`src/rtl/lcd_hd44780_responder_pkg.sv`:
```
// Shared opcodes, DDRAM address map, responder state and address-counter helpers.
`timescale 1ns/1ps
package lcd_pkg;

    // Instruction opcodes; an instruction is identified by its highest set bit.
    localparam logic [7:0] OP_CLR   = 8'h01;
    localparam logic [7:0] OP_HOME  = 8'h02;
    localparam logic [7:0] OP_ENTRY = 8'h04;
    localparam logic [7:0] OP_DISP  = 8'h08;
    localparam logic [7:0] OP_SHIFT = 8'h10;
    localparam logic [7:0] OP_FUNC  = 8'h20;
    localparam logic [7:0] OP_CGRAM = 8'h40;
    localparam logic [7:0] OP_DDRAM = 8'h80;

    localparam logic [7:0] ASCII_SPACE = 8'h20;

    // DDRAM address map: two-line uses 0x00-0x27 and 0x40-0x67, one-line uses 0x00-0x4F.
    localparam logic [6:0] LINE0_BASE   = 7'h00;
    localparam logic [6:0] LINE1_BASE   = 7'h40;
    localparam logic [6:0] LINE0_END    = 7'h27;
    localparam logic [6:0] LINE1_END    = 7'h67;
    localparam logic [6:0] ONE_LINE_END = 7'h4F;

    // Both modes have 80 visible cells; the fill index counts 0..79.
    localparam logic [6:0] FILL_LAST = 7'd79;

    typedef enum logic [1:0] {
        ST_INIT_FILL  = 2'd0,
        ST_IDLE       = 2'd1,
        ST_BUSY       = 2'd2,
        ST_CLEAR_FILL = 2'd3
    } lcd_state_e;

    // Internal state made visible for checkers: FSM state, I/D and the stored S flag.
    typedef struct packed {
        lcd_state_e state;
        logic       inc;
        logic       shift_en;
    } lcd_dbg_t;

    // True when addr is a visible DDRAM cell in the given display mode.
    function automatic logic addr_valid(input logic [6:0] addr, input logic two);
        if (two) begin
            return (addr <= LINE0_END) || ((addr >= LINE1_BASE) && (addr <= LINE1_END));
        end
        return addr <= ONE_LINE_END;
    endfunction

    // One step of the address counter with the line wrap rules of each mode.
    function automatic logic [6:0] ac_step(input logic [6:0] addr, input logic inc,
                                           input logic two);
        logic [6:0] nxt;
        if (inc) begin
            if (two && addr == LINE0_END)          nxt = LINE1_BASE;
            else if (two && addr == LINE1_END)     nxt = LINE0_BASE;
            else if (!two && addr == ONE_LINE_END) nxt = LINE0_BASE;
            else                                   nxt = addr + 7'd1;
        end else begin
            if (two && addr == LINE0_BASE)         nxt = LINE1_END;
            else if (two && addr == LINE1_BASE)    nxt = LINE0_END;
            else if (!two && addr == LINE0_BASE)   nxt = ONE_LINE_END;
            else                                   nxt = addr - 7'd1;
        end
        return nxt;
    endfunction

endpackage

```
`src/rtl/lcd_hd44780_responder_ddram.sv`:
```
// 128x8 display RAM: one synchronous write port, a combinational bus read port
// and a registered side read port that returns pre-write data on a collision.
`timescale 1ns/1ps
module lcd_ddram (
    input  logic       clk,
    input  logic       rst,
    input  logic       we,
    input  logic [6:0] waddr,
    input  logic [7:0] wdata,
    input  logic [6:0] baddr,
    output logic [7:0] bdata,
    input  logic [6:0] saddr,
    output logic [7:0] sdata
);

    logic [7:0] mem [128];
    logic [7:0] sdata_q;
    logic [7:0] sdata_d;

    // Storage write port; contents are not reset, the init fill covers visible cells.
    always_ff @(posedge clk) begin
        if (we) begin
            mem[waddr] <= wdata;
        end
    end

    // Side read sees the array before this cycle's write lands.
    always_comb begin
        sdata_d = mem[saddr];
    end

    // Side read data register.
    always_ff @(posedge clk) begin
        if (rst) begin
            sdata_q <= 8'h00;
        end else begin
            sdata_q <= sdata_d;
        end
    end

    assign bdata = mem[baddr];
    assign sdata = sdata_q;

endmodule

```
`src/rtl/lcd_hd44780_responder.sv`:
```
// HD44780-style controller model: decodes bus transactions on the EN falling
// edge, runs the instruction subset, keeps the DDRAM image and the busy timer.
//
// Bus handshake: the driver holds EN high for at least two cycles with RS/RW/data
// stable; the transaction is taken on the cycle EN is first seen low, using the
// RS/RW/data captured in the last cycle EN was high. Reads drive lcd_data_out
// with lcd_data_oe from one cycle after EN rises until one cycle after it falls.
`timescale 1ns/1ps
module lcd_hd44780_responder
    import lcd_pkg::*;
#(
    parameter int BUSY_CYCLES = 2000,
    parameter int LONG_CYCLES = 82000
) (
    input  logic       clk,
    input  logic       rst,
    input  logic       lcd_en,
    input  logic       lcd_rs,
    input  logic       lcd_rw,
    input  logic [7:0] lcd_data_in,
    output logic [7:0] lcd_data_out,
    output logic       lcd_data_oe,
    input  logic [6:0] rd_addr,
    output logic [7:0] rd_char,
    output logic       busy,
    output logic [6:0] ac_out,
    output logic       display_on,
    output logic       two_line,
    output logic       cmd_strobe,
    output logic       proto_err,
    output lcd_dbg_t   dbg
);

    localparam int MAX_CYCLES = (LONG_CYCLES > BUSY_CYCLES) ? LONG_CYCLES : BUSY_CYCLES;
    localparam int CW         = $clog2(MAX_CYCLES);
    localparam logic [CW-1:0] BUSY_LOAD = CW'(BUSY_CYCLES - 1);
    localparam logic [CW-1:0] LONG_LOAD = CW'(LONG_CYCLES - 1);

    lcd_state_e    state_q, state_d;
    logic [CW-1:0] cnt_q, cnt_d;
    logic [6:0]    fill_cnt_q, fill_cnt_d;
    logic [6:0]    fill_addr_q, fill_addr_d;
    logic [6:0]    ac_q, ac_d;
    logic          id_q, id_d;
    logic          sh_q, sh_d;
    logic          disp_q, disp_d;
    logic          two_q, two_d;
    logic          strobe_q, strobe_d;
    logic          perr_q, perr_d;
    logic          en_q, en_d;
    logic          rs_q, rs_d;
    logic          rw_q, rw_d;
    logic [7:0]    dat_q, dat_d;
    logic [7:0]    dout_q, dout_d;
    logic          oe_q, oe_d;

    logic          mem_we;
    logic [6:0]    mem_waddr;
    logic [7:0]    mem_wdata;
    logic [7:0]    bus_rdata;

    logic          fall;
    logic          accept;
    logic          go_long;
    logic          go_clear;

    lcd_ddram u_ddram (
        .clk   (clk),
        .rst   (rst),
        .we    (mem_we),
        .waddr (mem_waddr),
        .wdata (mem_wdata),
        .baddr (ac_q),
        .bdata (bus_rdata),
        .saddr (rd_addr),
        .sdata (rd_char)
    );

    assign busy = (state_q != ST_IDLE);

    // Bus capture, background fill/busy sequencing and transaction decode.
    always_comb begin
        state_d     = state_q;
        cnt_d       = cnt_q;
        fill_cnt_d  = fill_cnt_q;
        fill_addr_d = fill_addr_q;
        ac_d        = ac_q;
        id_d        = id_q;
        sh_d        = sh_q;
        disp_d      = disp_q;
        two_d       = two_q;
        strobe_d    = 1'b0;
        perr_d      = 1'b0;
        en_d        = lcd_en;
        rs_d        = rs_q;
        rw_d        = rw_q;
        dat_d       = dat_q;
        oe_d        = lcd_en & lcd_rw;
        dout_d      = 8'h00;
        mem_we      = 1'b0;
        mem_waddr   = ac_q;
        mem_wdata   = dat_q;
        fall        = en_q & ~lcd_en;
        accept      = 1'b0;
        go_long     = 1'b0;
        go_clear    = 1'b0;

        if (lcd_en) begin
            rs_d  = lcd_rs;
            rw_d  = lcd_rw;
            dat_d = lcd_data_in;
        end
        if (lcd_en && lcd_rw) begin
            dout_d = lcd_rs ? bus_rdata : {busy, ac_q};
        end

        case (state_q)
            ST_INIT_FILL, ST_CLEAR_FILL: begin
                mem_we      = 1'b1;
                mem_waddr   = fill_addr_q;
                mem_wdata   = ASCII_SPACE;
                fill_addr_d = ac_step(fill_addr_q, 1'b1, two_q);
                fill_cnt_d  = fill_cnt_q + 7'd1;
                if (state_q == ST_CLEAR_FILL) begin
                    cnt_d = cnt_q - CW'(1);
                end
                if (fill_cnt_q == FILL_LAST) begin
                    if (state_q == ST_INIT_FILL || cnt_q == '0) state_d = ST_IDLE;
                    else                                         state_d = ST_BUSY;
                end
            end
            ST_BUSY: begin
                cnt_d = cnt_q - CW'(1);
                if (cnt_q == '0) begin
                    state_d = ST_IDLE;
                end
            end
            default: ;
        endcase

        if (fall) begin
            if (rw_q && !rs_q) begin
                // Status read: observation only.
            end else if (busy) begin
                perr_d = 1'b1;
            end else if (rw_q) begin
                ac_d   = ac_step(ac_q, id_q, two_q);
                accept = 1'b1;
            end else if (rs_q) begin
                mem_we    = 1'b1;
                mem_waddr = ac_q;
                mem_wdata = dat_q;
                ac_d      = ac_step(ac_q, id_q, two_q);
                accept    = 1'b1;
            end else if (dat_q >= OP_DDRAM) begin
                if (addr_valid(dat_q[6:0], two_q)) begin
                    ac_d   = dat_q[6:0];
                    accept = 1'b1;
                end else begin
                    perr_d = 1'b1;
                end
            end else if (dat_q >= OP_CGRAM) begin
                accept = 1'b1;
            end else if (dat_q >= OP_FUNC) begin
                two_d  = dat_q[3];
                accept = 1'b1;
            end else if (dat_q >= OP_SHIFT) begin
                if (!dat_q[3]) begin
                    ac_d = ac_step(ac_q, dat_q[2], two_q);
                end
                accept = 1'b1;
            end else if (dat_q >= OP_DISP) begin
                disp_d = dat_q[2];
                accept = 1'b1;
            end else if (dat_q >= OP_ENTRY) begin
                id_d   = dat_q[1];
                sh_d   = dat_q[0];
                accept = 1'b1;
            end else if (dat_q >= OP_HOME) begin
                ac_d    = LINE0_BASE;
                accept  = 1'b1;
                go_long = 1'b1;
            end else if (dat_q == OP_CLR) begin
                ac_d     = LINE0_BASE;
                id_d     = 1'b1;
                accept   = 1'b1;
                go_clear = 1'b1;
            end else begin
                // 0x00 is not an instruction.
                perr_d = 1'b1;
            end
        end

        if (accept) begin
            strobe_d = 1'b1;
            state_d  = ST_BUSY;
            cnt_d    = go_long ? LONG_LOAD : BUSY_LOAD;
            if (go_clear) begin
                state_d     = ST_CLEAR_FILL;
                cnt_d       = LONG_LOAD;
                fill_cnt_d  = 7'd0;
                fill_addr_d = LINE0_BASE;
            end
        end
    end

    // State and register update; reset aborts any busy or fill and restarts the init fill.
    always_ff @(posedge clk) begin
        if (rst) begin
            state_q     <= ST_INIT_FILL;
            cnt_q       <= '0;
            fill_cnt_q  <= 7'd0;
            fill_addr_q <= LINE0_BASE;
            ac_q        <= 7'd0;
            id_q        <= 1'b1;
            sh_q        <= 1'b0;
            disp_q      <= 1'b0;
            two_q       <= 1'b0;
            strobe_q    <= 1'b0;
            perr_q      <= 1'b0;
            en_q        <= 1'b0;
            rs_q        <= 1'b0;
            rw_q        <= 1'b0;
            dat_q       <= 8'h00;
            dout_q      <= 8'h00;
            oe_q        <= 1'b0;
        end else begin
            state_q     <= state_d;
            cnt_q       <= cnt_d;
            fill_cnt_q  <= fill_cnt_d;
            fill_addr_q <= fill_addr_d;
            ac_q        <= ac_d;
            id_q        <= id_d;
            sh_q        <= sh_d;
            disp_q      <= disp_d;
            two_q       <= two_d;
            strobe_q    <= strobe_d;
            perr_q      <= perr_d;
            en_q        <= en_d;
            rs_q        <= rs_d;
            rw_q        <= rw_d;
            dat_q       <= dat_d;
            dout_q      <= dout_d;
            oe_q        <= oe_d;
        end
    end

    assign lcd_data_out = dout_q;
    assign lcd_data_oe  = oe_q;
    assign ac_out       = ac_q;
    assign display_on   = disp_q;
    assign two_line     = two_q;
    assign cmd_strobe   = strobe_q;
    assign proto_err    = perr_q;
    assign dbg          = '{state: state_q, inc: id_q, shift_en: sh_q};

endmodule

```
`config.mk`:
```
export PLATFORM = sky130hd
export DESIGN_NAME = lcd_hd44780_responder
export DESIGN_NICKNAME = d
export VERILOG_FILES = /design/src/rtl/lcd_hd44780_responder_pkg.sv /design/src/rtl/lcd_hd44780_responder_ddram.sv /design/src/rtl/lcd_hd44780_responder.sv
export SDC_FILE = /design/constraint.sdc
export NUM_CORES = 1
export LEC_CHECK = 0
export ABC_AREA = 1
export BUFFER_PORTS_ARGS = -buffer_cell sky130_fd_sc_hd__buf_2
export CELL_PAD_IN_SITES_DETAIL_PLACEMENT = 1
export CELL_PAD_IN_SITES_GLOBAL_PLACEMENT = 2
export CORE_MARGIN = 1
export CORE_UTILIZATION = 36
export CTS_CLUSTER_DIAMETER = 200
export DETAILED_ROUTE_END_ITERATION = 10
export GPL_TIMING_DRIVEN = 1
export PLACE_DENSITY_LB_ADDON = 0.05
export SLEW_MARGIN = 30
export SYNTH_ARGS = -nofsm -noshare
export SYNTH_HDL_FRONTEND = slang
export SYNTH_HIERARCHICAL = 1
export SYNTH_SLANG_ARGS = --single-unit
```
`constraint.sdc`:
```
create_clock -name clk -period 17.5 [get_ports clk]
set_input_delay 0.875 -clock clk [delete_from_list [all_inputs] [get_ports clk]]
set_output_delay 0.875 -clock clk [all_outputs]
set_load 0.02 [all_outputs]
```
==> results of run 1 <==
[logic make-up (layout without fill, tap and decap cells)]
kind of cell / after synthesis / after routing
AND/OR/NAND/NOR: 4673 / 4673
flip-flops: 1098 / 1098
buffers and inverters: 586 / 492
AO/OA/AOI/OAI: 128 / 128
XOR/XNOR: 19 / 19
adder cells (fa/ha/maj): 8 / 8
other: 0 / 1
[path summary, 6_finish.rpt]
kind               from                to  cells after the start
min reg2reg  display_on        display_on                      2
min              lcd_en              rw_q                      2
max          rd_addr[0]  u_ddram/sdata[2]                     17
max reg2reg   ac_out[0]   lcd_data_out[4]                     16
[power by group]
group | switching, µW | internal, µW | leakage, µW
logic | 987 | 280 | 0.0112
clock network | 1160 | 1590 | 0.00208
registers | 50.5 | 3030 | 0.0101
[sequential cells by signal, indices dropped and copies added (netlist names), 2 cells and up]
signal,flops
u_ddram/sdata,8
u_ddram/mem,1024
dat_q,8
fill_cnt_q,7
lcd_data_out,8
ac_out,7
cnt_q,17
fill_addr_q,7
state_q,2
[per-layer routing]
metal  share of wire, %  GRT usage [%]
met1                 46           42.3
met2                 46           47.6
met5                  0              0
met3                5.4           3.87
met4                2.9           9.35
[layout make-up]
class | count | share of cell area, %
well taps | 2058 | 4.15
repair buffers | 145 | 1.98
multi-input cells | 4828 | 34.2
clock inverters | 65 | 0.831
flip-flops and latches | 1098 | 52.0
clock buffers | 170 | 6.01
inverters | 112 | 0.799
diodes | 1 | 0.00403
[metrics by stage]
stage / total power, µW / setup slack (ps) / cells / hold slack [ps] / util (%)
global placement: 4380 / 11820 / 8235 / 439 / 36.8
CTS: 7140 / 12210 / 8473 / 257 / 39.6
detailed placement: 4390 / 11820 / 8238 / 445 / 36.9
floorplan: 3840 / 10200 / 6512 / 424 / -
finish: 7100 / 12160 / 8477 / 311 / 39.7
global route: 7320 / 11840 / 8476 / 286 / 39.7
[placed cells by master (no fill, tap or decap), drive strengths merged, types with 9 or more instances in the layout]
cell type | netlist | routed
a21oi | 52 | 52
buf | 398 | 145
clkbuf | 76 | 170
clkinv | 4 | 62
dfxtp | 74 | 74
edfxtp | 1024 | 1024
inv | 108 | 107
nand2 | 2438 | 2438
nand3 | 1942 | 1942
nand4 | 9 | 9
nor2 | 250 | 250
nor3 | 19 | 19
o21ai | 59 | 59
xor2 | 16 | 16
[worst max-delay path, stage by stage]
cell and delay [ps]:
buf_8 280, clkinv_16 120, buf_16 400, buf_16 540, buf_4 830, buf_4 840, buf_4 700, nand2_1 100
nand3_1 100, nand3_1 110, nand3_1 180, nand2_1 130, nand2_1 80, nand3_1 100, nand3_1 110, nand2_1 60
nor2_1 90
==> impl_metrics.env, run 1 <==
export IMPL_place_congestion=0.826
export IMPL_netlist_instances=6512
export IMPL_dp_hpwl_mm=143
export IMPL_cts_tree="yes"
export IMPL_multi_input_area_um2=21200
export IMPL_synth_cell_area_um2=56600
export IMPL_ys_seq_elements=1098
export IMPL_relSlewSlack_pct=28.4
export IMPL_regToRegSetupSlack_ps=12170
export IMPL_rows=145
export IMPL_grt_use_total_pct=30.0
export IMPL_clockBufferDepth=3
export IMPL_synth_most_common_cell="nand2_1"
export IMPL_post_route_min_period_ps=5340
export IMPL_postCtsSetupRepairBufs=0
export IMPL_fillers=18125
export IMPL_fin_tns_setup_ps=0
export IMPL_drc_errors=0
export IMPL_cts_made_buffers=135
export IMPL_yosysWarnings=6
export IMPL_hp_class="input port to flip-flop"
export IMPL_coreArea_um2=156000
export IMPL_crit_type="input port to flip-flop"
export IMPL_synth_mux_area_share_pct=0
export IMPL_worstPathRequired_ps=18210
export IMPL_die_x_um=398
export IMPL_synthTopCellsByCount="nand2_1 (2,425), nand3_1 (1,940), edfxtp_1 (1,024)"
export IMPL_grt_max_degree=263
export IMPL_clockRootBuffer="clkbuf_16"
export IMPL_grt_pass1_vias=48953
export IMPL_cp_arrival_ps=6050
export IMPL_wl_per_cell_um=28.4
export IMPL_seqCellArea_um2=32200
export IMPL_path_clk_slew_ps=50
export IMPL_placedInstanceArea_um2=57700
export IMPL_worstSkewPairLatency_ps=800
export IMPL_synth_edff_count=1024
export IMPL_drt_first_iter_violations=4269
export IMPL_outcome="completed"
export IMPL_setup_viol=0
export IMPL_finalHoldViolCount=0
export IMPL_antenna_found_initial=4
export IMPL_yosys_top_cells_area="edfxtp_1 (54%), nand3_1 (17%), nand2_1 (16%)"
export IMPL_area_growth_pct=9.61
export IMPL_max_freq_mhz=187
export IMPL_totalWireLength_mm=241
export IMPL_die_area_um2=159000
export IMPL_synth_cell_type_count=46
export IMPL_io_buffer_count=52
export IMPL_powerDensity_nw_per_um2=114
export IMPL_synth_adder_area_share_pct=0.177
export IMPL_ctsResizeCount=0
export IMPL_grt_pass1_wl_mm=348
export IMPL_ant_nets=0
export IMPL_drive_gt1_share_pct=6.33
export IMPL_synth_top_family_by_area="simple AND/OR/NAND/NOR gates"
export IMPL_grt_ovfl_total=0
export IMPL_cp_end_kind="flip-flop"
export IMPL_synth_xor_area_share_pct=0.294
export IMPL_postCtsHoldBufs=0
export IMPL_ir_drop_mv=0.101
export IMPL_ys_flop_type="edfxtp_1"
export IMPL_drt_vias_per_instance=5.74
export IMPL_drv_slew=0
export IMPL_maxCapViolations=0
export IMPL_clock_sinks=1098
export IMPL_nets=6348
export IMPL_synth_nets=6540
export IMPL_synth_top_area_share_pct=54.3
export IMPL_start_kind="input port"
export IMPL_p_leak_uw=0.0234
export IMPL_synth_largest_area_cell="edfxtp_1"
export IMPL_start_util_pct=36.2
export IMPL_rsz0062_at_grt="false"
export IMPL_tightest_slew_ps=1060
export IMPL_dr_total_vias=48664
export IMPL_die_y_um=398
export IMPL_final_area_um2=62000
export IMPL_dr_pass1_iters=8
export IMPL_syn_area_per_cell_um2=8.69
export IMPL_async_flop_share_pct=0
export IMPL_synthSimpleGateAreaFrac_pct=35.6
export IMPL_cts_max_level=4
export IMPL_ios=53
export IMPL_synth_compound_area_share_pct=1.27
export IMPL_worstPathMaxFanout=137
export IMPL_skew_ps=36.4
export IMPL_fin_crit_sh_pct=30.5
export IMPL_yosysSeqAreaShare_pct=57.0
No activity file was read; power rests on OpenSTA's default activity.
==> inputs of run 2 (changes only) <==
--- a/config.mk
+++ b/config.mk
@@ -5,7 +5,7 @@
 export SDC_FILE = /design/constraint.sdc
 export NUM_CORES = 1
 export LEC_CHECK = 0
-export ABC_AREA = 1
+export ABC_AREA = 0
 export BUFFER_PORTS_ARGS = -buffer_cell sky130_fd_sc_hd__buf_2
 export CELL_PAD_IN_SITES_DETAIL_PLACEMENT = 1
 export CELL_PAD_IN_SITES_GLOBAL_PLACEMENT = 2
==> constraint.sdc (replaced) <==
create_clock -name clk -period 5.3 [get_ports clk]
set_input_delay 0.265 -clock clk [delete_from_list [all_inputs] [get_ports clk]]
set_output_delay 0.265 -clock clk [all_outputs]
set_load 0.02 [all_outputs]
==> impl_metrics.env, run 2 <==
export IMPL_dr_total_vias=31824
export IMPL_skew_ps=27.8
export IMPL_wl_met3_mm=12.2
export IMPL_synthTopCellsByCount="edfxtp_1 (1,024), mux4_2 (431), mux2i_1 (299)"
export IMPL_start_util_pct=36.4
export IMPL_drc_errors=5
export IMPL_postCtsHoldBufs=11
export IMPL_grt_pass1_wl_mm=267
export IMPL_cts_made_buffers=133
export IMPL_io_buffer_count=52
export IMPL_p_leak_uw=0.0202
export IMPL_area_growth_pct=13.7
export IMPL_place_congestion=0.923
export IMPL_setup_viol=0
export IMPL_cp_end_kind="flip-flop"
export IMPL_fillers=13885
export IMPL_fin_ws_ps=629
export IMPL_top_regs="u_ddram/mem x1024, cnt_q x17"
export IMPL_regMostFlops="u_ddram/mem"
export IMPL_grt_max_degree=129
export IMPL_cp_arrival_ps=5070
export IMPL_clockBufferDepth=3
export IMPL_ctsResizeCount=0
export IMPL_fin_crit_sh_pct=88.1
export IMPL_dp_hpwl_mm=135
export IMPL_crit_type="flip-flop to flip-flop"
export IMPL_async_flop_share_pct=0
export IMPL_drive_gt1_share_pct=26.4
export IMPL_ys_seq_elements=1098
export IMPL_synth_cell_type_count=84
export IMPL_yosys_top_cells_area="edfxtp_1 (59%), mux4_2 (19%), mux2i_1 (5.7%)"
export IMPL_finish_utilization_pct=41.4
export IMPL_multi_input_area_um2=19000
export IMPL_grt_pass1_vias=32894
export IMPL_stdcell_count=5202
export IMPL_clock_sinks=1098
export IMPL_drv_slew=0
export IMPL_nets=3223
export IMPL_worstSkewPairLatency_ps=780
export IMPL_ys_flop_type="edfxtp_1"
export IMPL_coreArea_um2=144000
export IMPL_final_common_cell="edfxtp_1"
export IMPL_synth_largest_area_cell="edfxtp_1"
export IMPL_ios=53
export IMPL_worstPathRequired_ps=5690
export IMPL_outcome="finished, violations left"
export IMPL_fin_tns_setup_ps=0
export IMPL_synth_nets=3143
export IMPL_yosysSeqAreaShare_pct=61.5
export IMPL_synth_cell_area_um2=52400
export IMPL_antenna_found_initial=6
export IMPL_worstPathMaxFanout=11
export IMPL_rows=139
export IMPL_yosysWarnings=6
export IMPL_p_total_uw=19400
export IMPL_largest_reg_flops=1024
export IMPL_drt_first_iter_violations=3261
export IMPL_die_y_um=384
export IMPL_antennaDiodeCount=0
export IMPL_die_x_um=384
export IMPL_cts_max_level=4
export IMPL_post_route_min_period_ps=4670
export IMPL_syn_area_per_cell_um2=16.8
export IMPL_hp_class="input port to flip-flop"
export IMPL_powerDensity_nw_per_um2=326
export IMPL_postCtsSetupRepairBufs=0
export IMPL_synth_most_common_cell="edfxtp_1"
export IMPL_top_layer_used="met5"
export IMPL_drt_vias_per_instance=6.12
export IMPL_grt_use_total_pct=26.2
export IMPL_layout_common_cells="edfxtp_1 (1,024), mux4_2 (431), mux2i_1 (299)"
export IMPL_seqCellArea_um2=32200
export IMPL_relSlewSlack_pct=29.2
export IMPL_ir_drop_mv=0.305
export IMPL_dpl_cell_count=4952
export IMPL_ant_nets=0
export IMPL_path_clk_slew_ps=50
export IMPL_wl_met1_mm=83.1
export IMPL_dr_pass1_iters=8
export IMPL_synth_top_area_share_pct=58.6
export IMPL_maxCapViolations=0
export IMPL_synth_edff_count=1024
export IMPL_rsz0062_at_grt="false"
export IMPL_place_ws_ps=696
export IMPL_grt_ovfl_total=0
export IMPL_tightest_slew_ps=1060
export IMPL_dr_wl_met2_mm=91.4
export IMPL_finalHoldViolCount=0
export IMPL_max_freq_mhz=214
export IMPL_wl_per_cell_um=36.9
export IMPL_totalWireLength_mm=192
export IMPL_start_kind="flip-flop"
export IMPL_clockRootBuffer="clkbuf_16"
export IMPL_die_area_um2=147000
export IMPL_netlist_instances=3115
export IMPL_cts_tree="yes"
export IMPL_violations="design-rule violations"
## run 2: logic make-up (layout without fill, tap and decap cells)
group                      Yosys count  count (layout)  share of synthesized area, %
xor gates and xnor gates            23              23                         0.384
DFF                               1098            1098                          61.5
buffers and inverters              255             439                          2.47
muxes                              753             753                          24.7
adders and majority gates            8               8                         0.191
AOI/OAI and AO/OA                  402             402                          5.37
and+or+nand+nor                    576             576                          5.41
## run 2: stage by stage
| step | cell area, µm² | hold WS (ps) |
|---|---|---|
| 3_3_place_gp | 55000 | 462 |
| 2_1_floorplan | 52400 | 348 |
| 6_report | 59600 | 64.0 |
| 3_5_place_dp | 55100 | 477 |
| 5_1_grt | 59600 | 46.9 |
| 4_1_cts | 59600 | 18.2 |
## run 2: worst paths after layout
check | end | startpoint | cells after the start | slack (ps)
setup / recovery | u_ddram/mem[92][7] | state_q[1] | 12 | 630
hold / removal | u_ddram/sdata[3] | rst | 2 | 60
setup reg to reg | u_ddram/mem[92][7] | state_q[1] | 12 | 630
hold reg to reg | cnt_q[7] | cnt_q[7] | 2 | 480
## run 2: cell type report
cell class	instances	area share [%]
Inverter	19	0.120
Sequential cell	1098	54.1
Multi-Input combinational cell	1762	31.9
Timing Repair Buffer	181	2.53
Clock buffer	167	6.04
Tap cell	1903	3.99
Clock inverter	72	1.33
## run 2: worst max-delay path, stage by stage, from the launching register on
cell	delay, ps
dfxtp_1	380
inv_1	90
ha_1	210
and3b_1	280
a31oi_2	730
nand2_1	120
o21ai_1	350
nor2b_1	310
nand2b_1	120
inv_1	70
nand2_1	590
buf_4	420
nor2_1	620
## run 2: per-layer routing
layer | track usage, % | up-vias
li1 | - | 13104
met1 | 36.3 | 17371
met2 | 41.8 | 1136
met3 | 4.94 | 211
met4 | 7.61 | 2
met5 | 0 | -
## run 2: power by group
part | total, µW | leakage [µW] | internal [µW] | switching, µW
sequential | 9410 | 0.0115 | 9370 | 38.1
clock | 9190 | 0.00213 | 5400 | 3800
combinational | 833 | 0.00663 | 287 | 546
total | 19400 | 0.0202 | 15100 | 4380
